$ cat config.mk
export PLATFORM = sky130hd
export DESIGN_NAME = neo_crom_fetch
export DESIGN_NICKNAME = d
export VERILOG_FILES = /design/src/rtl/neo_crom_pkg.sv /design/src/rtl/neo_crom_linebuf.sv /design/src/rtl/neo_crom_fetch.sv
export SDC_FILE = /design/constraint.sdc
export NUM_CORES = 1
export LEC_CHECK = 0
export CORE_MARGIN = 2
export CORE_UTILIZATION = 50
export CTS_BUF_LIST = sky130_fd_sc_hd__clkbuf_4 sky130_fd_sc_hd__clkbuf_8
export CTS_CLUSTER_DIAMETER = 80
export DETAILED_ROUTE_END_ITERATION = 16
export DONT_BUFFER_PORTS = 1
export PLACE_DENSITY = 0.62
export RECOVER_POWER = 25
export SLEW_MARGIN = 20
export SYNTH_ARGS = -nofsm -noshare
export SYNTH_HDL_FRONTEND = slang
export SYNTH_HIERARCHICAL = 1
export SYNTH_SLANG_ARGS = --single-unit
$ cat constraint.sdc
create_clock -name CLK -period 2 [get_ports CLK]
set_input_delay 0.4 -clock CLK [delete_from_list [all_inputs] [get_ports CLK]]
set_output_delay 0.4 -clock CLK [all_outputs]
set_load 0.02 [all_outputs]
$ cat src/rtl/neo_crom_pkg.sv
// Shared types and constants for the sprite C-ROM fetch path.
// Holds the fetch FSM encoding, address widths and the saturating counter helper.
package neo_crom_pkg;

  localparam int unsigned C_ADDR_W       = 24;
  localparam int unsigned SDR_ADDR_W     = 27;
  localparam int unsigned SDR_ADDR_SHIFT = 3;

  typedef enum logic [1:0] {
    StIdle,
    StReq,
    StBeat0,
    StBeat1
  } fetch_state_e;

  // Increment that sticks at the all-ones value of a width-bit counter.
  function automatic logic [31:0] sat_inc(input logic [31:0] val, input int unsigned width);
    logic [31:0] max_val;
    max_val = (width >= 32) ? '1 : ((32'd1 << width) - 32'd1);
    return (val >= max_val) ? max_val : val + 32'd1;
  endfunction

endpackage

$ cat src/rtl/neo_crom_linebuf.sv
// Double-buffered tile line: back buffer filled by SDRAM beats, front buffer
// swapped in on ZMC2 LOAD and muxed onto CR by CA4.
module neo_crom_linebuf
  import neo_crom_pkg::*;
#(
  parameter int unsigned CNT_W = 8
) (
  input  logic             clk_i,
  input  logic             rst_ni,
  input  logic             beat0_we_i,
  input  logic             beat1_we_i,
  input  logic [31:0]      data_i,
  input  logic             load_i,
  input  logic             ca4_i,
  output logic [31:0]      cr_o,
  output logic [CNT_W-1:0] miss_cnt_o
);

  logic [31:0]      back_lo_q, back_lo_d;
  logic [31:0]      back_hi_q, back_hi_d;
  logic             back_v_q, back_v_d;
  logic [63:0]      front_q, front_d;
  logic [CNT_W-1:0] miss_cnt_q, miss_cnt_d;

  always_comb begin
    back_lo_d  = back_lo_q;
    back_hi_d  = back_hi_q;
    back_v_d   = back_v_q;
    front_d    = front_q;
    miss_cnt_d = miss_cnt_q;
    if (beat0_we_i) back_lo_d = data_i;
    if (beat1_we_i) begin
      back_hi_d = data_i;
      back_v_d  = 1'b1;
    end
    if (load_i) begin
      back_v_d = 1'b0;
      // A line completing in the LOAD cycle bypasses the back buffer.
      if (beat1_we_i) begin
        front_d = {data_i, back_lo_q};
      end else if (back_v_q) begin
        front_d = {back_hi_q, back_lo_q};
      end else begin
        front_d    = '0;
        miss_cnt_d = CNT_W'(sat_inc(32'(miss_cnt_q), CNT_W));
      end
    end
  end

  always_ff @(posedge clk_i or negedge rst_ni) begin
    if (!rst_ni) begin
      back_lo_q  <= '0;
      back_hi_q  <= '0;
      back_v_q   <= 1'b0;
      front_q    <= '0;
      miss_cnt_q <= '0;
    end else begin
      back_lo_q  <= back_lo_d;
      back_hi_q  <= back_hi_d;
      back_v_q   <= back_v_d;
      front_q    <= front_d;
      miss_cnt_q <= miss_cnt_d;
    end
  end

  assign cr_o       = ca4_i ? front_q[31:0] : front_q[63:32];
  assign miss_cnt_o = miss_cnt_q;

endmodule

$ cat src/rtl/neo_crom_fetch.sv
// Sprite C-ROM fetch controller: captures the tile-line address on PCK1 and
// bursts two 32-bit words from SDRAM into the line buffer for ZMC2.
module neo_crom_fetch
  import neo_crom_pkg::*;
#(
  parameter int unsigned CNT_W = 8
) (
  input  logic                  CLK,
  input  logic                  nRESET,
  input  logic                  PCK1_EN_N,
  input  logic [C_ADDR_W-1:0]   C_ADDR,
  input  logic                  LOAD_EN,
  input  logic                  CA4,
  output logic [31:0]           CR,
  output logic                  SDR_REQ,
  output logic [SDR_ADDR_W-1:0] SDR_ADDR,
  input  logic                  SDR_ACK,
  input  logic                  SDR_VALID,
  input  logic [31:0]           SDR_DATA,
  output logic [CNT_W-1:0]      MISS_CNT,
  output logic [CNT_W-1:0]      OVR_CNT
);

  fetch_state_e        state_q, state_d;
  logic [C_ADDR_W-1:0] cur_addr_q, cur_addr_d;
  logic [C_ADDR_W-1:0] pend_addr_q, pend_addr_d;
  logic                pend_v_q, pend_v_d;
  logic                pck1_q;
  logic [CNT_W-1:0]    ovr_cnt_q, ovr_cnt_d;
  logic                ovr_inc;
  logic                beat0_we;
  logic                beat1_we;

  always_comb begin
    state_d     = state_q;
    cur_addr_d  = cur_addr_q;
    pend_addr_d = pend_addr_q;
    pend_v_d    = pend_v_q;
    ovr_inc     = 1'b0;
    beat0_we    = 1'b0;
    beat1_we    = 1'b0;

    unique case (state_q)
      StIdle: begin
        // A fresh capture supersedes any address still waiting in pending.
        if (pck1_q) begin
          cur_addr_d = C_ADDR;
          pend_v_d   = 1'b0;
          ovr_inc    = pend_v_q;
          state_d    = StReq;
        end else if (pend_v_q) begin
          cur_addr_d = pend_addr_q;
          pend_v_d   = 1'b0;
          state_d    = StReq;
        end
      end
      StReq: begin
        if (SDR_ACK) state_d = StBeat0;
      end
      StBeat0: begin
        if (SDR_VALID) begin
          beat0_we = 1'b1;
          state_d  = StBeat1;
        end
      end
      StBeat1: begin
        if (SDR_VALID) begin
          beat1_we = 1'b1;
          state_d  = StIdle;
        end
      end
      default: state_d = StIdle;
    endcase

    if (pck1_q && (state_q != StIdle)) begin
      pend_addr_d = C_ADDR;
      pend_v_d    = 1'b1;
      ovr_inc     = pend_v_q;
    end

    ovr_cnt_d = ovr_inc ? CNT_W'(sat_inc(32'(ovr_cnt_q), CNT_W)) : ovr_cnt_q;
  end

  always_ff @(posedge CLK or negedge nRESET) begin
    if (!nRESET) begin
      state_q     <= StIdle;
      cur_addr_q  <= '0;
      pend_addr_q <= '0;
      pend_v_q    <= 1'b0;
      pck1_q      <= 1'b0;
      ovr_cnt_q   <= '0;
    end else begin
      state_q     <= state_d;
      cur_addr_q  <= cur_addr_d;
      pend_addr_q <= pend_addr_d;
      pend_v_q    <= pend_v_d;
      pck1_q      <= ~PCK1_EN_N;
      ovr_cnt_q   <= ovr_cnt_d;
    end
  end

  assign SDR_REQ  = (state_q == StReq);
  assign SDR_ADDR = {cur_addr_q, {SDR_ADDR_SHIFT{1'b0}}};
  assign OVR_CNT  = ovr_cnt_q;

  neo_crom_linebuf #(
    .CNT_W (CNT_W)
  ) u_linebuf (
    .clk_i      (CLK),
    .rst_ni     (nRESET),
    .beat0_we_i (beat0_we),
    .beat1_we_i (beat1_we),
    .data_i     (SDR_DATA),
    .load_i     (LOAD_EN),
    .ca4_i      (CA4),
    .cr_o       (CR),
    .miss_cnt_o (MISS_CNT)
  );

endmodule

== Yosys cells after proc, flatten, opt, wreduce, memory -nomap -nowiden ==
Index checks and enable logic that the tools add are counted.
Widths: inputs -> output; s select.

* Output and inout port bits: 76
* Bits of input ports: 63
* Register bits after elaboration: 197
* Logic and storage cells: 57

* Bitwise logic cells: 3
* Equal/unequal tests: 7
* Magnitude comparators: 2
* Reductions and logical operators: 9
* Multiplexer cells: 23
* Add/subtract/negate cells: 2

{| class="wikitable"
|+ Operators with widths
! kind !! number
|-
| $mux 64 || 2
|-
| $mux 24 || 2
|-
| $mux 32 || 1
|-
| $add 8x1->8 const B || 2
|-
| $ge 8x8->1 const B || 2
|-
| $mux 8 || 2
|-
| $mux 1 || 10
|-
| $mux 2 || 5
|-
| $pmux 2 s4 || 1
|-
| $reduce_bool 2->1 || 4
|-
| $eq 2x2->1 const B || 2
|-
| $ne 2x2->1 const B || 2
|-
| $reduce_and 4->1 || 1
|-
| $ne 3x3->1 const B || 1
|-
| $not 1->1 || 3
|-
| $reduce_and 3->1 || 1
|-
| $eq 2x1->1 const B || 1
|-
| $logic_not 2->1 || 1
|-
| $ne 2x1->1 const B || 1
|-
| $reduce_and 2->1 || 1
|-
| $logic_and 1x1->1 || 1
|}

== Depth between registers and ports, before layout ==
Gate-level depths: netlist of run 1.

* Word-level depth: 4
* Mapped depth: 8
* Mapped depth without buffers: 5

== By module ==
The synthesis of run 1 kept the hierarchy.

{| class="wikitable"
|+ By module, submodules not included
! module !! cells each !! seq. area each (um2) !! times used !! area an instance (um2)
|-
| neo_crom_linebuf || 524 || 3428.3 || 1 || 5630.4
|-
| neo_crom_fetch || 227 || 1501.4 || 1 || 2688.8
|}

== Least setup slack after synthesis of run 1 ==
OpenSTA, ideal clock, no wires.

* Path type: reg-to-reg
* From: reg state_q[0]
* To: reg u_linebuf.miss_cnt_q[1], in the netlist u_linebuf/miss_cnt_o[1]
* Setup time: 120 ps
* Setup slack: 275 ps
* Path buffers: 2
* Clock period less this slack: 1725 ps
* Arrival: 1606 ps
* Stages on the path, launching flop included: 8
* Path through: dfrtp_1 ha_1 and2_1 buf_6 buf_6 nor3b_1 mux2i_1 nand2_1

* Word-level cells in the longest chain between the ends: 4

{| class="wikitable"
|+ RTL lines
! element !! RTL line !! text
|-
| from (decl) || neo_crom_fetch.sv:24 || <nowiki>fetch_state_e state_q, state_d;</nowiki>
|-
| from (signal assigned) || neo_crom_fetch.sv:86 || <nowiki>state_q <= StIdle;</nowiki>
|-
| from (signal assigned) || neo_crom_fetch.sv:93 || <nowiki>state_q <= state_d;</nowiki>
|-
| $eq 2x2->1 || neo_crom_fetch.sv:43 || <nowiki>unique case (state_q)</nowiki>
|-
| $mux 1 || neo_crom_fetch.sv:43 ||
|-
| via beat1_we || neo_crom_fetch.sv:32 || <nowiki>logic beat1_we;</nowiki>
|-
| $not 1->1 (no source line) || -- ||
|-
| $reduce_and 3->1 (no source line) || -- ||
|-
| to (signal assigned) || neo_crom_linebuf.sv:62 || <nowiki>miss_cnt_q <= miss_cnt_d;</nowiki>
|-
| to (decl) || neo_crom_linebuf.sv:23 || <nowiki>logic [CNT_W-1:0] miss_cnt_q, miss_cnt_d;</nowiki>
|}

The timed path passes the listed nets, and every way through them passes these cells.
A chain may end at the register's enable or synchronous reset.

== Worst setup path after layout of run 1 ==
* From: reg state_q[0]
* To: reg u_linebuf.miss_cnt_q[5], in the netlist u_linebuf/miss_cnt_o[5]

Same word-level chain as after synthesis.

==> flow_summary.json, run 1 <==
{
  "cts_hold_repair.buffers": 2,
  "drive_above_1_share_pct": 21.6,
  "cts_buffers": 17,
  "htreeDepth": 4,
  "worstRegToRegCells": 5,
  "cp_max_fo": 8,
  "fmax_mhz": 530,
  "hold_class": "in2async",
  "dieWidth_um": 133,
  "drc": 0,
  "area_growth_pct": 9.54,
  "irDropWorstVdd_mv": 0.663,
  "rsz0062_at_grt": "no",
  "cp.required_ps": 2390,
  "grt_pass1_vias": 5578,
  "yosys_warnings": 6,
  "clkTransAtPathRegs_ps": 100,
  "worst_ep_arrival_time_ps": 2280,
  "initial_core_util_pct": 50.7,
  "cts_root_buf": "clkbuf_8",
  "netlist_instances": 751,
  "rrSetupSlack_ps": 110,
  "nFillCells": 1372,
  "finalCritPeriodShare_pct": 94.3,
  "wl_per_cell_um": 16.5,
  "vias": 5300,
  "ant_nets": 0,
  "drt_first_iter_violations": 368,
  "viasPerCell": 5.31,
  "p_leak_uw": 0.00403,
  "clk_latency_ps": 460,
  "reg2reg_to": "u_linebuf/miss_cnt_o[5]$_DFFE_PN0P_",
  "endpoint_kind": "register",
  "cts_tree": "done",
  "seq_area_frac_synth_pct": 59.3,
  "place_congestion": 0.764,
  "run_status": "complete, but fails checks",
  "slew_headroom_pct": 54.2,
  "hpwl_um": 10400,
  "violations": "hold timing",
  "antenna_found_initial": 0,
  "startpoint": "state_q[0]$_DFFE_PN0P_",
  "post_cts_resized": 0,
  "cts.sinks": 197,
  "holdWs_ps": -378,
  "finalPower_uw": 13300,
  "tightest_slew_ps": 680,
  "core_mm2": 0.0164,
  "ys_dominant_reg_cell": "dfrtp_1",
  "portBuffers": 0,
  "period_minus_slack_ps": 1890,
  "ys_ff_latch": 197,
  "die_area_mm2": 0.0177,
  "grt_start_max_net_pins": 198,
  "pin_count": 139,
  "synth_cell_types": 39,
  "diodes": 0,
  "clockBufferDepth": 2,
  "rows": 47,
  "die_height_um": 133,
  "max-cap-violations": 0,
  "postSynth.asyncResetShare_pct": 100,
  "syn_area_mm2": 0.00832,
  "setup_viol_count_final": 0,
  "finalHoldViolCount": 197,
  "synth.area.top_cells": "dfrtp_1 (59%), mux2_2 (12%), o21ai_0 (7.3%)",
  "synth_edf_count": 0,
  "skew_ps": 9.96,
  "synth_top_area_share_pct": 59.3,
  "post_cts_buffers": 0,
  "grt_overflow": 0,
  "setup.worst_path.start_class": "register",
  "power_density_mw_per_mm2": 1460,
  "yosys.area.top_type": "dfrtp_1",
  "crit_type": "reg2reg",
  "grt_first_pass_wirelength_um": 28200,
  "grt_use_total_pct": 20.1,
  "ys_top_cells_by_count": "dfrtp_1 (197), nand2_1 (131), o21ai_0 (122)",
  "drv_slew": 0,
  "nets": 837,
  "placed_area_mm2": 0.00870,
  "drt-pass1-iter-count": 4,
  "avgSynthCellArea_um2": 11.1,
  "synthMostInstantiatedCell": "dfrtp_1",
  "worstReg2RegStart": "state_q[0]$_DFFE_PN0P_",
  "tns_ps": 0,
  "wirelength_um": 16400,
  "final_cell_area_mm2": 0.00911
}
-- worst max-delay path, stage by stage (launching register included) --
cell	delay, ps
dfrtp_1	430
ha_1	250
and2_2	240
nand4bb_4	280
or4_4	540
nand3_1	90
-- sequential cells by signal, summed over array words and instances, names as in the netlist, 2 cells and up --
signal                count
OVR_CNT                   8
cur_addr_q               24
pend_addr_q              24
state_q                   2
u_linebuf/back_hi_q      32
u_linebuf/back_lo_q      32
u_linebuf/front_q        64
u_linebuf/miss_cnt_o      8
-- cell type report --
class | instances | area [µm²] | share of cell area [%]
clock buffer | 18 | 241 | 2.65
clock inverter | 13 | 149 | 1.63
inverter | 71 | 267 | 2.92
multi-input combinational | 441 | 2920 | 32.0
sequential | 197 | 4930 | 54.1
tap | 220 | 275 | 3.02
timing repair buffer | 39 | 335 | 3.68
-- worst max path at each step --
stage,endpoint,slack (ps),depth (start not counted)
5_1_grt,u_linebuf/miss_cnt_o[0]$_DFFE_PN0P_,40,5
3_5_place_dp,u_linebuf/miss_cnt_o[5]$_DFFE_PN0P_,140,5
2_1_floorplan,u_linebuf/miss_cnt_o[1]$_DFFE_PN0P_,270,7
4_1_cts,u_linebuf/miss_cnt_o[5]$_DFFE_PN0P_,120,5
6_report,u_linebuf/miss_cnt_o[5]$_DFFE_PN0P_,110,5
3_3_place_gp,u_linebuf/miss_cnt_o[5]$_DFFE_PN0P_,200,5
-- metal layers --
metal  routed length [µm]  part of all wire (%)  GRT usage (%)  up-vias
li1                     -                     -              -     2503
met1                 7020                    43           25.8     2635
met2                 7900                    48           32.6      145
met3                 1250                   7.6           6.55       17
met4                  272                   1.7           6.63        0
met5                    0                     0              0        -
-- power breakdown --
part	internal (µW)	leakage (µW)	switching, µW
registers	5620	0.00246	1340
logic	1850	0.00137	1920
clock network	1140	0.000196	1390
total	8610	0.00403	4660
-- stage by stage --
step / hold slack, ps / utilization, % / std cells / setup WS, ps
3_5_place_dp: 108 / 53.0 / 966 / 142
3_3_place_gp: 109 / 53.0 / 966 / 197
6_report: -378 / 55.5 / 999 / 113
4_1_cts: -404 / 55.5 / 999 / 120
2_1_floorplan: 104 / - / 753 / 275
5_1_grt: -419 / 55.5 / 999 / 37.1
-- layout by cell type (no fill, tap or decap), types with 3 or more instances in the layout --
cell type / synthesis / routed
dfrtp_1: 197 / 197
nand2_1: 131 / 131
o21ai_0: 122 / 121
mux2_2: 89 / 89
inv_1: 71 / 71
buf_4: 3 / 34
mux2i_1: 27 / 27
clkbuf_8: 0 / 17
nand3_1: 9 / 9
nor2_1: 8 / 8
ha_1: 7 / 7
a21oi_1: 6 / 6
a31oi_1: 4 / 4
inv_6: 0 / 4
nand4_1: 3 / 3
conb_1: 1 / 3
buf_12: 0 / 3
-- cells by family after synthesis --
| group | synth area share (%) |
|---|---|
| mux | 15.6 |
| buf+inv | 5.91 |
| xor+xnor | 0.211 |
| other cells | 0.0451 |
| simple gates | 9.31 |
| fa+ha+maj | 1.05 |
| compound gates | 8.65 |
| flops | 59.3 |
Power figures use the tool's default switching activity.
==> run 2: changes to the inputs <==
--- a/config.mk
+++ b/config.mk
@@ -5,13 +5,15 @@
 export SDC_FILE = /design/constraint.sdc
 export NUM_CORES = 1
 export LEC_CHECK = 0
+export CELL_PAD_IN_SITES_DETAIL_PLACEMENT = 1
+export CELL_PAD_IN_SITES_GLOBAL_PLACEMENT = 1
 export CORE_MARGIN = 2
 export CORE_UTILIZATION = 50
 export CTS_BUF_LIST = sky130_fd_sc_hd__clkbuf_4 sky130_fd_sc_hd__clkbuf_8
-export CTS_CLUSTER_DIAMETER = 80
+export CTS_CLUSTER_DIAMETER = 150
 export DETAILED_ROUTE_END_ITERATION = 16
 export DONT_BUFFER_PORTS = 1
-export PLACE_DENSITY = 0.62
+export PLACE_DENSITY = 0.76
 export RECOVER_POWER = 25
 export SLEW_MARGIN = 20
 export SYNTH_ARGS = -nofsm -noshare
==> run 2 against run 1 <==
  * The run still ends with hold timing left
  * Cell count shrank 0.20%
  * Combinational power is 2% higher
  * Sequential cell count is the same
  * Design area about the same
  * Worst setup slack worse by 33 ps
  * Die area unchanged
  * Critical endpoint is now u_linebuf/miss_cnt_o[3]$_DFFE_PN0P_
  * Largest power group unchanged
==> flow_summary.json, run 2 (synthesis results as in run 1) <==
{
  "fin_cells": 997,
  "run_status": "complete, but fails checks",
  "place_congestion": 0.777,
  "wl_per_cell_um": 18.5,
  "largest_reg_flops": 64,
  "diodes": 0,
  "place_ws_ps": 75.5,
  "initial_core_util_pct": 50.7,
  "clk_latency_ps": 460,
  "crit_type": "reg2reg",
  "hpwl_um": 12100,
  "worst_slack_ps": 80.6,
  "die_height_um": 133,
  "fmax_mhz": 521,
  "skew_ps": 15.3,
  "ant_nets": 0,
  "holdWs_ps": -371,
  "cp_max_fo": 9,
  "top_register": "u_linebuf/front_q",
  "pin_count": 139,
  "post_cts_buffers": 0,
  "max-cap-violations": 0,
  "cpMaxStageDelayCell": "or4_4",
  "area_growth_pct": 9.49,
  "wirelength_um": 18500,
  "die_area_mm2": 0.0177,
  "cts_root_buf": "clkbuf_8",
  "nets": 834,
  "period_minus_slack_ps": 1920,
  "finalPower_uw": 13500,
  "irDropWorstVdd_mv": 0.628,
  "grt_first_pass_wirelength_um": 30600,
  "nFillCells": 1742,
  "dpl.cell_count": 962,
  "clkTransAtPathRegs_ps": 100,
  "drive_above_1_share_pct": 21.2,
  "cts_buffers": 17,
  "drv_slew": 0,
  "grt_use_total_pct": 21.8,
  "core_mm2": 0.0164,
  "crit_buf_inv": 0,
  "crit_path_cell_trace": "ha_1 > and2_2 > nand4bb_4 > or4_4 > nand3_1",
  "final_cell_mix": "dfrtp_1 (197), nand2_1 (131), o21ai_0 (121), mux2_2 (89), inv_1 (71)",
  "critPathMaxStageDelay_ps": 550,
  "viasPerCell": 5.39,
  "endpoint_kind": "register",
  "drt_first_iter_violations": 201,
  "final_common_cell": "dfrtp_1",
  "setup_viol_count_final": 0,
  "cp.required_ps": 2390,
  "worst_ep_arrival_time_ps": 2310,
  "drt-pass1-iter-count": 4,
  "clockBufferDepth": 2,
  "antenna_found_initial": 0,
  "grt_start_max_net_pins": 198,
  "top_regs": "u_linebuf/front_q x64, u_linebuf/back_hi_q x32, u_linebuf/back_lo_q x32",
  "cts_tree": "done",
  "hold_class": "in2async",
  "power_density_mw_per_mm2": 1480,
  "vias": 5375,
  "dieWidth_um": 133,
  "drc": 0,
  "cts.sinks": 197,
  "tns_ps": 0,
  "rsz0062_at_grt": "no",
  "grt_pass1_vias": 5978,
  "grt_overflow": 0,
  "htreeDepth": 4,
  "portBuffers": 0,
  "slew_headroom_pct": 53.6,
  "violations": "hold timing",
  "rows": 47,
  "cpLargestDelayFamily": "simple AND/OR/NAND/NOR gates",
  "finalHoldViolCount": 197,
  "tightest_slew_ps": 689,
  "finalCritPeriodShare_pct": 96.0,
  "setup.worst_path.start_class": "register",
  "p_leak_uw": 0.00402
}
==> run 2: changes by cell type in the layout (fill, tap and decap cells not counted), sizes merged <==
| cell | change |
|---|---|
| clkinv | -1 |
| clkbuf | +4 |
| inv | -3 |
| clkinvlp | +1 |
| dlygate4sd3 | +1 |
| buf | -4 |
==> run 2: final cells by class <==
type,count,area (µm²),share of cell area [%]
tap,220,275,3.02
inverter,71,267,2.93
clock buffer,22,297,3.26
timing repair buffer,36,307,3.37
sequential,197,4930,54.1
clock inverter,10,119,1.30
multi-input combinational,441,2920,32.0
==> run 2: per-stage QoR <==
step | area [µm²] | util (%)
finish | 9110 | 55.5
CTS | 9090 | 55.4
global route | 9110 | 55.5
global placement | 8660 | 52.8
detailed placement | 8660 | 52.8
floorplan | 8330 | -
==> run 2: repair_timing <==
| action | CTS | global route |
|---|---|---|
| endpoints found under the setup margin | 0 | 3 |
| hold buffers | 2 | 1 |
| gates resized for setup | 0 | 1 |
| hold endpoints to repair | 199 | 198 |
==> run 2: per-layer routing <==
metal	GRT usage, %	wire, µm	vias up
li1	-	-	2495
met1	25.8	7650	2738
met2	37.9	9350	124
met3	7.78	1220	18
met4	5.73	235	0
met5	0	0	-
==> run 2: worst paths after layout <==
kind                       cells after the start                                  end                          startpoint  slack, ps
min in group CLK                               1     u_linebuf/front_q[0]$_DFFE_PN0P_                             LOAD_EN         40
max reg2reg                                    5  u_linebuf/miss_cnt_o[3]$_DFFE_PN0P_              state_q[0]$_DFFE_PN0P_         80
min reg2reg                                    2     u_linebuf/front_q[1]$_DFFE_PN0P_  u_linebuf/back_lo_q[1]$_DFFE_PN0P_        480
max                                            5  u_linebuf/miss_cnt_o[3]$_DFFE_PN0P_              state_q[0]$_DFFE_PN0P_         80
min                                            0          pend_addr_q[19]$_DFFE_PN0P_                              nRESET       -370
max in group asynchronous                      0    u_linebuf/front_q[59]$_DFFE_PN0P_                              nRESET       2040
==> run 2: power breakdown <==
part / internal, µW / switching, µW
Clock: 1270 / 1370
Combinational: 1820 / 2030
Sequential: 5620 / 1360
Total: 8710 / 4760
